**src/rtl/fault_report_tx_pkg.sv**
```systemverilog
// fault_codes_pkg: detector event codes, message classes and the message byte ROM.
package fault_codes_pkg;

  localparam logic [4:0] CODE_NONE = 5'd0;
  localparam logic [4:0] CODE_ESU1 = 5'd1;
  localparam logic [4:0] CODE_ESU2 = 5'd2;
  localparam logic [4:0] CODE_ESU3 = 5'd3;
  localparam logic [4:0] CODE_CSU1 = 5'd4;
  localparam logic [4:0] CODE_CSU2 = 5'd5;
  localparam logic [4:0] CODE_CSU3 = 5'd6;
  localparam logic [4:0] CODE_RSU1 = 5'd7;
  localparam logic [4:0] CODE_RSU2 = 5'd8;
  localparam logic [4:0] CODE_RSU3 = 5'd9;
  localparam logic [4:0] CODE_RSU4 = 5'd10;
  localparam logic [4:0] CODE_B1   = 5'd11;
  localparam logic [4:0] CODE_B2   = 5'd12;
  localparam logic [4:0] CODE_B3   = 5'd13;
  localparam logic [4:0] CODE_B4   = 5'd14;
  localparam logic [4:0] CODE_BDM  = 5'd15;
  localparam logic [4:0] CODE_STOP = 5'd31;

  // Message lengths in bytes, '#' included: "FIM-x<n>-#", "PB-B<n>-#", "BDM-#"/"END-#".
  localparam logic [3:0] MSG_LEN_FIM   = 4'd8;
  localparam logic [3:0] MSG_LEN_PB    = 4'd7;
  localparam logic [3:0] MSG_LEN_SHORT = 4'd5;

  typedef enum logic [2:0] {
    CLS_NONE,
    CLS_E,
    CLS_C,
    CLS_R,
    CLS_B,
    CLS_BDM,
    CLS_END
  } msg_class_e;

  typedef enum logic [1:0] {
    SND_IDLE,
    SND_SEND,
    SND_WAIT
  } snd_state_e;

  typedef enum logic [1:0] {
    U_IDLE,
    U_START,
    U_DATA,
    U_STOP
  } uart_state_e;

  // Unmapped codes (0 and 16..30) fall into CLS_NONE.
  function automatic msg_class_e code_class(input logic [4:0] code);
    msg_class_e c;
    case (code)
      CODE_ESU1, CODE_ESU2, CODE_ESU3:            c = CLS_E;
      CODE_CSU1, CODE_CSU2, CODE_CSU3:            c = CLS_C;
      CODE_RSU1, CODE_RSU2, CODE_RSU3, CODE_RSU4: c = CLS_R;
      CODE_B1, CODE_B2, CODE_B3, CODE_B4:         c = CLS_B;
      CODE_BDM:                                   c = CLS_BDM;
      CODE_STOP:                                  c = CLS_END;
      default:                                    c = CLS_NONE;
    endcase
    return c;
  endfunction

  // ASCII digit giving the sensor number within its class.
  function automatic logic [7:0] code_digit(input logic [4:0] code);
    logic [7:0] d;
    case (code)
      CODE_ESU1, CODE_CSU1, CODE_RSU1, CODE_B1: d = "1";
      CODE_ESU2, CODE_CSU2, CODE_RSU2, CODE_B2: d = "2";
      CODE_ESU3, CODE_CSU3, CODE_RSU3, CODE_B3: d = "3";
      CODE_RSU4, CODE_B4:                       d = "4";
      default:                                  d = "0";
    endcase
    return d;
  endfunction

  function automatic logic [3:0] msg_len(input logic [4:0] code);
    logic [3:0] n;
    case (code_class(code))
      CLS_E, CLS_C, CLS_R: n = MSG_LEN_FIM;
      CLS_B:               n = MSG_LEN_PB;
      CLS_BDM, CLS_END:    n = MSG_LEN_SHORT;
      default:             n = 4'd0;
    endcase
    return n;
  endfunction

  // Byte ROM addressed by {class, byte index}; the digit slot is filled from the code.
  function automatic logic [7:0] msg_byte(input logic [4:0] code, input logic [3:0] idx);
    msg_class_e cls;
    logic [7:0] b;
    cls = code_class(code);
    b = "#";
    case (cls)
      CLS_E, CLS_C, CLS_R: begin
        case (idx)
          4'd0:    b = "F";
          4'd1:    b = "I";
          4'd2:    b = "M";
          4'd3:    b = "-";
          4'd4:    b = (cls == CLS_E) ? "E" : ((cls == CLS_C) ? "C" : "R");
          4'd5:    b = code_digit(code);
          4'd6:    b = "-";
          default: b = "#";
        endcase
      end
      CLS_B: begin
        case (idx)
          4'd0:    b = "P";
          4'd1:    b = "B";
          4'd2:    b = "-";
          4'd3:    b = "B";
          4'd4:    b = code_digit(code);
          4'd5:    b = "-";
          default: b = "#";
        endcase
      end
      CLS_BDM: begin
        case (idx)
          4'd0:    b = "B";
          4'd1:    b = "D";
          4'd2:    b = "M";
          4'd3:    b = "-";
          default: b = "#";
        endcase
      end
      CLS_END: begin
        case (idx)
          4'd0:    b = "E";
          4'd1:    b = "N";
          4'd2:    b = "D";
          4'd3:    b = "-";
          default: b = "#";
        endcase
      end
      default: b = "#";
    endcase
    return b;
  endfunction

endpackage

```
**src/rtl/fault_report_tx_if.sv**
```systemverilog
// fault_report_tx_if: 4-phase req/ack event channel from the fault/column detector.
interface fault_report_tx_if;
  logic [4:0] fault_code;
  logic       req;
  logic       ack;

  modport master (output fault_code, output req, input ack);
  modport slave  (input fault_code, input req, output ack);
endinterface

```
**src/rtl/fault_report_tx_uart.sv**
```systemverilog
// uart_tx_byte: 8N1 serialiser, one byte per start strobe, done at the end of the stop bit.
module uart_tx_byte
  import fault_codes_pkg::*;
#(
  parameter int CLKS_PER_BIT = 434
) (
  input  logic       clock,
  input  logic       reset,
  input  logic       start,
  input  logic [7:0] data,
  output logic       tx,
  output logic       done,
  output logic       busy
);

  localparam int CNT_W = (CLKS_PER_BIT > 1) ? $clog2(CLKS_PER_BIT) : 1;
  localparam logic [CNT_W-1:0] CNT_LAST = CNT_W'(CLKS_PER_BIT - 1);

  uart_state_e      state;
  uart_state_e      state_nxt;
  logic [CNT_W-1:0] baud_cnt;
  logic [2:0]       bit_cnt;
  logic [7:0]       shift_p0;
  logic             bit_end;

  assign bit_end = (baud_cnt == CNT_LAST);

  // state register; reset drops the line back to idle mid-frame
  always_ff @(posedge clock or posedge reset) begin
    if (reset) state <= U_IDLE;
    else       state <= state_nxt;
  end

  // next-state: start bit, eight data bits, stop bit, each one baud period
  always_comb begin
    state_nxt = state;
    case (state)
      U_IDLE:  if (start) state_nxt = U_START;
      U_START: if (bit_end) state_nxt = U_DATA;
      U_DATA:  if (bit_end && (bit_cnt == 3'd7)) state_nxt = U_STOP;
      U_STOP:  if (bit_end) state_nxt = U_IDLE;
      default: state_nxt = U_IDLE;
    endcase
  end

  // baud and bit counters, both parked at zero while idle
  always_ff @(posedge clock or posedge reset) begin
    if (reset) begin
      baud_cnt <= '0;
      bit_cnt  <= 3'd0;
    end else begin
      if ((state == U_IDLE) || bit_end) baud_cnt <= '0;
      else                              baud_cnt <= baud_cnt + 1'b1;
      if (state == U_IDLE)                     bit_cnt <= 3'd0;
      else if ((state == U_DATA) && bit_end)   bit_cnt <= bit_cnt + 3'd1;
    end
  end

  // shift register: loaded on start, LSB goes out first
  always_ff @(posedge clock) begin
    if ((state == U_IDLE) && start)        shift_p0 <= data;
    else if ((state == U_DATA) && bit_end) shift_p0 <= {1'b0, shift_p0[7:1]};
  end

  // outputs decoded from the state so tx follows reset without a clock
  always_comb begin
    tx   = 1'b1;
    done = 1'b0;
    busy = 1'b1;
    case (state)
      U_IDLE:  busy = 1'b0;
      U_START: tx = 1'b0;
      U_DATA:  tx = shift_p0[0];
      U_STOP:  done = bit_end;
      default: busy = 1'b0;
    endcase
  end

endmodule

```
**src/rtl/fault_report_tx.sv**
```systemverilog
// fault_report_tx: receives detector events over req/ack, filters repeats,
// and sends each new event as an ASCII message on the UART line.
module fault_report_tx
  import fault_codes_pkg::*;
#(
  parameter int CLK_HZ      = 50_000_000,
  parameter int BAUD        = 115200,
  parameter int SYNC_STAGES = 2
) (
  input  logic               clock,
  input  logic               reset,
  fault_report_tx_if.slave   rpt,
  output logic               tx,
  output logic               busy,
  output logic               dropped
);

  localparam int CLKS_PER_BIT = CLK_HZ / BAUD;

  logic [SYNC_STAGES-1:0] req_sync;
  logic                   req_s;
  logic                   ack_q;
  logic                   lat_vld_p0;
  logic [4:0]             lat_code_p0;
  logic [4:0]             last_code;
  logic                   post;
  logic                   pend_full;
  logic [4:0]             pend_code;
  logic                   consume;
  snd_state_e             snd_state;
  snd_state_e             snd_nxt;
  logic [4:0]             msg_code;
  logic [3:0]             msg_len_q;
  logic [3:0]             idx;
  logic                   last_byte;
  logic                   byte_start;
  logic [7:0]             byte_data;
  logic                   byte_done;
  logic                   byte_busy;

  assign req_s    = req_sync[SYNC_STAGES-1];
  assign rpt.ack  = ack_q;

  // req arrives from the detector's opposite-edge domain: resynchronise it
  always_ff @(posedge clock or posedge reset) begin
    if (reset) req_sync <= '0;
    else       req_sync <= {req_sync[SYNC_STAGES-2:0], rpt.req};
  end

  // handshake receiver: exactly one latch strobe per req pulse, ack held until req drops
  always_ff @(posedge clock or posedge reset) begin
    if (reset) begin
      ack_q      <= 1'b0;
      lat_vld_p0 <= 1'b0;
    end else begin
      lat_vld_p0 <= 1'b0;
      if (!ack_q && req_s) begin
        ack_q      <= 1'b1;
        lat_vld_p0 <= 1'b1;
      end else if (ack_q && !req_s) begin
        ack_q <= 1'b0;
      end
    end
  end

  // code capture travels with the latch strobe; the detector holds it stable while req is high
  always_ff @(posedge clock) begin
    if (!ack_q && req_s) lat_code_p0 <= rpt.fault_code;
  end

  // a latched code is reported only if it is mapped and differs from the last reported one
  assign post = lat_vld_p0 && (code_class(lat_code_p0) != CLS_NONE) && (lat_code_p0 != last_code);

  // repeat filter: NONE re-arms it, unmapped codes leave it untouched
  always_ff @(posedge clock or posedge reset) begin
    if (reset) begin
      last_code <= CODE_NONE;
    end else if (lat_vld_p0) begin
      if (lat_code_p0 == CODE_NONE) last_code <= CODE_NONE;
      else if (post)                last_code <= lat_code_p0;
    end
  end

  // pending slot flag: newest post wins; a same-cycle consume frees room so nothing is dropped
  always_ff @(posedge clock or posedge reset) begin
    if (reset) begin
      pend_full <= 1'b0;
      dropped   <= 1'b0;
    end else if (post) begin
      pend_full <= 1'b1;
      if (pend_full && !consume) dropped <= 1'b1;
    end else if (consume) begin
      pend_full <= 1'b0;
    end
  end

  // pending slot contents
  always_ff @(posedge clock) begin
    if (post) pend_code <= lat_code_p0;
  end

  assign last_byte = ((idx + 4'd1) == msg_len_q);

  // sender state register
  always_ff @(posedge clock or posedge reset) begin
    if (reset) snd_state <= SND_IDLE;
    else       snd_state <= snd_nxt;
  end

  // sender next-state: take a pending code, then hand bytes to the UART one at a time
  always_comb begin
    snd_nxt = snd_state;
    case (snd_state)
      SND_IDLE: if (pend_full) snd_nxt = SND_SEND;
      SND_SEND: snd_nxt = SND_WAIT;
      SND_WAIT: if (byte_done) snd_nxt = last_byte ? SND_IDLE : SND_SEND;
      default:  snd_nxt = SND_IDLE;
    endcase
  end

  // sender outputs: slot consume in IDLE, byte strobe in SEND
  always_comb begin
    consume    = 1'b0;
    byte_start = 1'b0;
    case (snd_state)
      SND_IDLE: consume = pend_full;
      SND_SEND: byte_start = 1'b1;
      default: ;
    endcase
  end

  // message length and byte index for the message in flight
  always_ff @(posedge clock or posedge reset) begin
    if (reset) begin
      idx       <= 4'd0;
      msg_len_q <= 4'd0;
    end else if (consume) begin
      idx       <= 4'd0;
      msg_len_q <= msg_len(pend_code);
    end else if ((snd_state == SND_WAIT) && byte_done) begin
      idx <= idx + 4'd1;
    end
  end

  // code of the message in flight
  always_ff @(posedge clock) begin
    if (consume) msg_code <= pend_code;
  end

  assign byte_data = msg_byte(msg_code, idx);
  assign busy      = (snd_state != SND_IDLE) | pend_full | byte_busy;

  uart_tx_byte #(
    .CLKS_PER_BIT(CLKS_PER_BIT)
  ) u_uart (
    .clock (clock),
    .reset (reset),
    .start (byte_start),
    .data  (byte_data),
    .tx    (tx),
    .done  (byte_done),
    .busy  (byte_busy)
  );

endmodule

```
**src/flat_wrapper.sv**
```systemverilog
// flat-port wrapper written by rule: the top's interface ports become plain ports
module fault_report_tx_flat import fault_codes_pkg::*;
#(
  parameter int CLK_HZ      = 50_000_000,
  parameter int BAUD        = 115200,
  parameter int SYNC_STAGES = 2
)
  (clock, reset, tx, busy, dropped, rpt_fault_code, rpt_req, rpt_ack);
  fault_report_tx_if rpt_i ();
  input  logic clock;
  input  logic reset;
  output logic tx;
  output logic busy;
  output logic dropped;
  input wire logic [$bits(rpt_i.fault_code)-1:0] rpt_fault_code;
  input wire logic [$bits(rpt_i.req)-1:0] rpt_req;
  output wire logic [$bits(rpt_i.ack)-1:0] rpt_ack;
  assign rpt_i.fault_code = rpt_fault_code;
  assign rpt_i.req = rpt_req;
  assign rpt_ack = rpt_i.ack;
  fault_report_tx #(.CLK_HZ(CLK_HZ), .BAUD(BAUD), .SYNC_STAGES(SYNC_STAGES)) u_core (.clock(clock), .reset(reset), .rpt(rpt_i), .tx(tx), .busy(busy), .dropped(dropped));
endmodule
```
**config.mk**
```make
export PLATFORM = sky130hd
export DESIGN_NAME = fault_report_tx_flat
export DESIGN_NICKNAME = d
export VERILOG_FILES = /design/src/rtl/fault_report_tx_pkg.sv /design/src/rtl/fault_report_tx_if.sv /design/src/rtl/fault_report_tx_uart.sv /design/src/rtl/fault_report_tx.sv /design/src/flat_wrapper.sv
export SDC_FILE = /design/constraint.sdc
export NUM_CORES = 1
export LEC_CHECK = 0
export BUFFER_PORTS_ARGS = -buffer_cell sky130_fd_sc_hd__buf_2
export CORE_MARGIN = 1.5
export CORE_UTILIZATION = 30
export DETAILED_ROUTE_END_ITERATION = 8
export SETUP_SLACK_MARGIN = 0.4
export SLEW_MARGIN = 15
export SYNTH_ARGS = -nofsm -noshare
export SYNTH_HDL_FRONTEND = slang
export SYNTH_SLANG_ARGS = --single-unit
export TNS_END_PERCENT = 20
```
**constraint.sdc**
```tcl
create_clock -name clock -period 4.8 [get_ports clock]
set_input_delay 0.96 -clock clock [delete_from_list [all_inputs] [get_ports clock]]
set_output_delay 0.96 -clock clock [all_outputs]
set_load 0.005 [all_outputs]
```
==> run summary <==
outcome: completed
Pre-Repair DR Iteration Count: 4
Yosys reg bits: 68
post-synthesis async set-or-reset flop share: 0.500
register area: 0.00175 mm^2
Cells after Synth: 422
Final Worst Setup Slack: 1.89 ns
Top FF cell, synth: dfrtp_1
Antenna Cells: 0
Congestion Overflow GR: 0
Resize count post-CTS: 0
Routed WL: 7880 um
io pins: 12
Final Hold Viols: 0
Worst Tran Pin Value: 0.685 ns
IO Port Bufs: 11
Rows: 42
crit path time final: 2.91 ns
Fmax achieved: 343 MHz
Nets: 457
Initial DRC Count: 139
YS warnings: 0
postcts setup bufs: 0
top cell type by total area after synthesis: dfrtp_1
Syn Nets: 454
worst path arrival time: 3.10 ns
clk_lat worst skew: 0.32 ns
total track usage: 0.119
final period utilization: 0.607
post-route ant nets: 0
synth unique cells: 74
clock buffer depth: 2
via count: 3040
fin cells: 606
Post-Syn Area: 0.00407 mm^2
number of synthesized flops with an enable pin: 22
fillcell total: 1365
Slew Viols, Final: 0
Slew HR: 0.543
DRC: 0
RSZ-0062 raised after global routing: false
CP Max Fanout: 16
final setup fails: 0
CP Class: flop to flop
starting density of the core: 0.307
Worst Path Required: 4.99 ns
H-tree Lvls: 3
synth top area cells: dfrtp_1 (21%), edfxtp_1 (16%), ha_1 (7.4%)
commonest non-fill, non-tap cell in the layout: nor2_1
first-pass GRT wire length: 14100 um
vias in the first global route: 3075
TritonCTS Buffers: 9
CP Capture Type: flop
dpl hpwl: 5660 um
Clock transition at path regs: 0.05 ns
Chip Height: 119 um
via-per-instance ratio: 5.02
Hold Crit Class: flop to flop
layout cells sized above 1: 0.0953
setup TNS: 0 ns
CTS hold repair buffers: 0
CTS tree: built
max_cap viols: 0
post-layout util: 0.345
Layout area overhead: 12.1%
skew final: 0.00431 ns
dpl cell area: 0.00425 mm^2
largest net degree at the start of global routing: 35
Routability Congestion: 0.890
pre-CTS WS: 1.90 ns
Final Cell Area: 0.00456 mm^2
average cell area after synthesis: 9.65 um^2
root buffer cell: clkbuf_16
die width: 119 um
worst-case vdd ir drop: 0.325 mV
area of the multi-input gates: 0.00210 mm^2
Die ar.: 0.0143 mm^2
TritonCTS Sinks: 68
PwrDens: 546 mW/mm^2
dpl cells: 590
register area share after synthesis: 0.430
Synth top area share: 0.209
commonest cells after routing, fill and taps aside: nor2_1 (37), nand2_1 (36), dfrtp_1 (34)
initial antenna violation count: 0
leakage: 1.86 nW
mean routed wirelength per cell: 13.0 um
Critical Path Start Type: flop
core area: 0.0132 mm^2
area by class of cell:
type / instances / area share
Timing Repair Buffer: 12 / 0.0137
Multi-Input combinational cell: 303 / 0.459
Clock inverter: 7 / 0.0200
Sequential cell: 68 / 0.384
Tap cell: 176 / 0.0483
Inverter: 31 / 0.0255
Clock buffer: 9 / 0.0494
path summary, 6_finish.rpt:
check | cells past startpoint | end | slack, ns | start
setup reg to reg | 10 | flop | 1.89 | u_core.lat_code_p0[4]
max in group asynchronous | 3 | u_core.u_uart.baud_cnt[8] | 3.78 | reset
hold reg to reg | 0 | u_core.req_sync[1] | 0.36 | u_core.req_sync[0]
hold / removal | 0 | u_core.req_sync[1] | 0.36 | u_core.req_sync[0]
setup / recovery | 10 | flop | 1.89 | u_core.lat_code_p0[4]
min in group asynchronous | 3 | u_core.req_sync[1] | 0.72 | reset
cells in the mapped netlist (11+ instances only):
| cell type | n |
|---|---|
| nor2_1 | 37 |
| dfrtp_1 | 34 |
| ha_1 | 24 |
| dfxtp_1 | 12 |
| inv_1 | 30 |
| a21oi_1 | 18 |
| nand2_1 | 36 |
| edfxtp_1 | 22 |
| o21ai_0 | 25 |
| nand3_1 | 21 |
| buf_2 | 11 |
where the power goes:
group	switching [W]	internal [W]	leakage [nW]
logic	0.000485	0.000374	0.964
clock network	0.000237	0.000451	0.147
registers	0.000163	0.000780	0.745
total	0.000885	0.00161	1.86
routing by layer:
metal	routed length, um	vias up	track usage	part of all wire
met5	0	-	0	0
met4	134	0	0.0476	0.017
met3	310	15	0.0257	0.039
met2	3670	66	0.198	0.47
met1	3760	1438	0.152	0.48
li1	-	1521	-	-
critical path, cell delays in order, from the launching register on:
cell	delay (ns)
edfxtp_1	0.51
xor2_2	0.20
nor3_4	0.33
a21o_1	0.47
inv_2	0.21
a21o_1	0.23
ha_1	0.22
nand2_1	0.07
a211oi_1	0.04
a311oi_1	0.33
a41oi_1	0.16
through the flow:
| step | total power [W] | hold WS [ns] |
|---|---|---|
| 4_1_cts | 0.00251 | 0.362 |
| 6_report | 0.00249 | 0.360 |
| 3_5_place_dp | 0.00181 | 0.349 |
| 2_1_floorplan | 0.00163 | 0.331 |
| 5_1_grt | 0.00269 | 0.374 |
| 3_3_place_gp | 0.00178 | 0.332 |
cells by family (layout without fill, tap and decap cells):
family	after synthesis	after routing	share of synthesized area
AND/OR/NAND/NOR	142	142	0.177
AO/OA/AOI/OAI	104	104	0.179
flip-flops	68	68	0.430
buffers and inverters	51	59	0.0550
adder cells (fa/ha/maj)	26	26	0.0787
XOR/XNOR	17	17	0.0384
multiplexers	14	14	0.0412
Power figures use the tool's default switching activity.
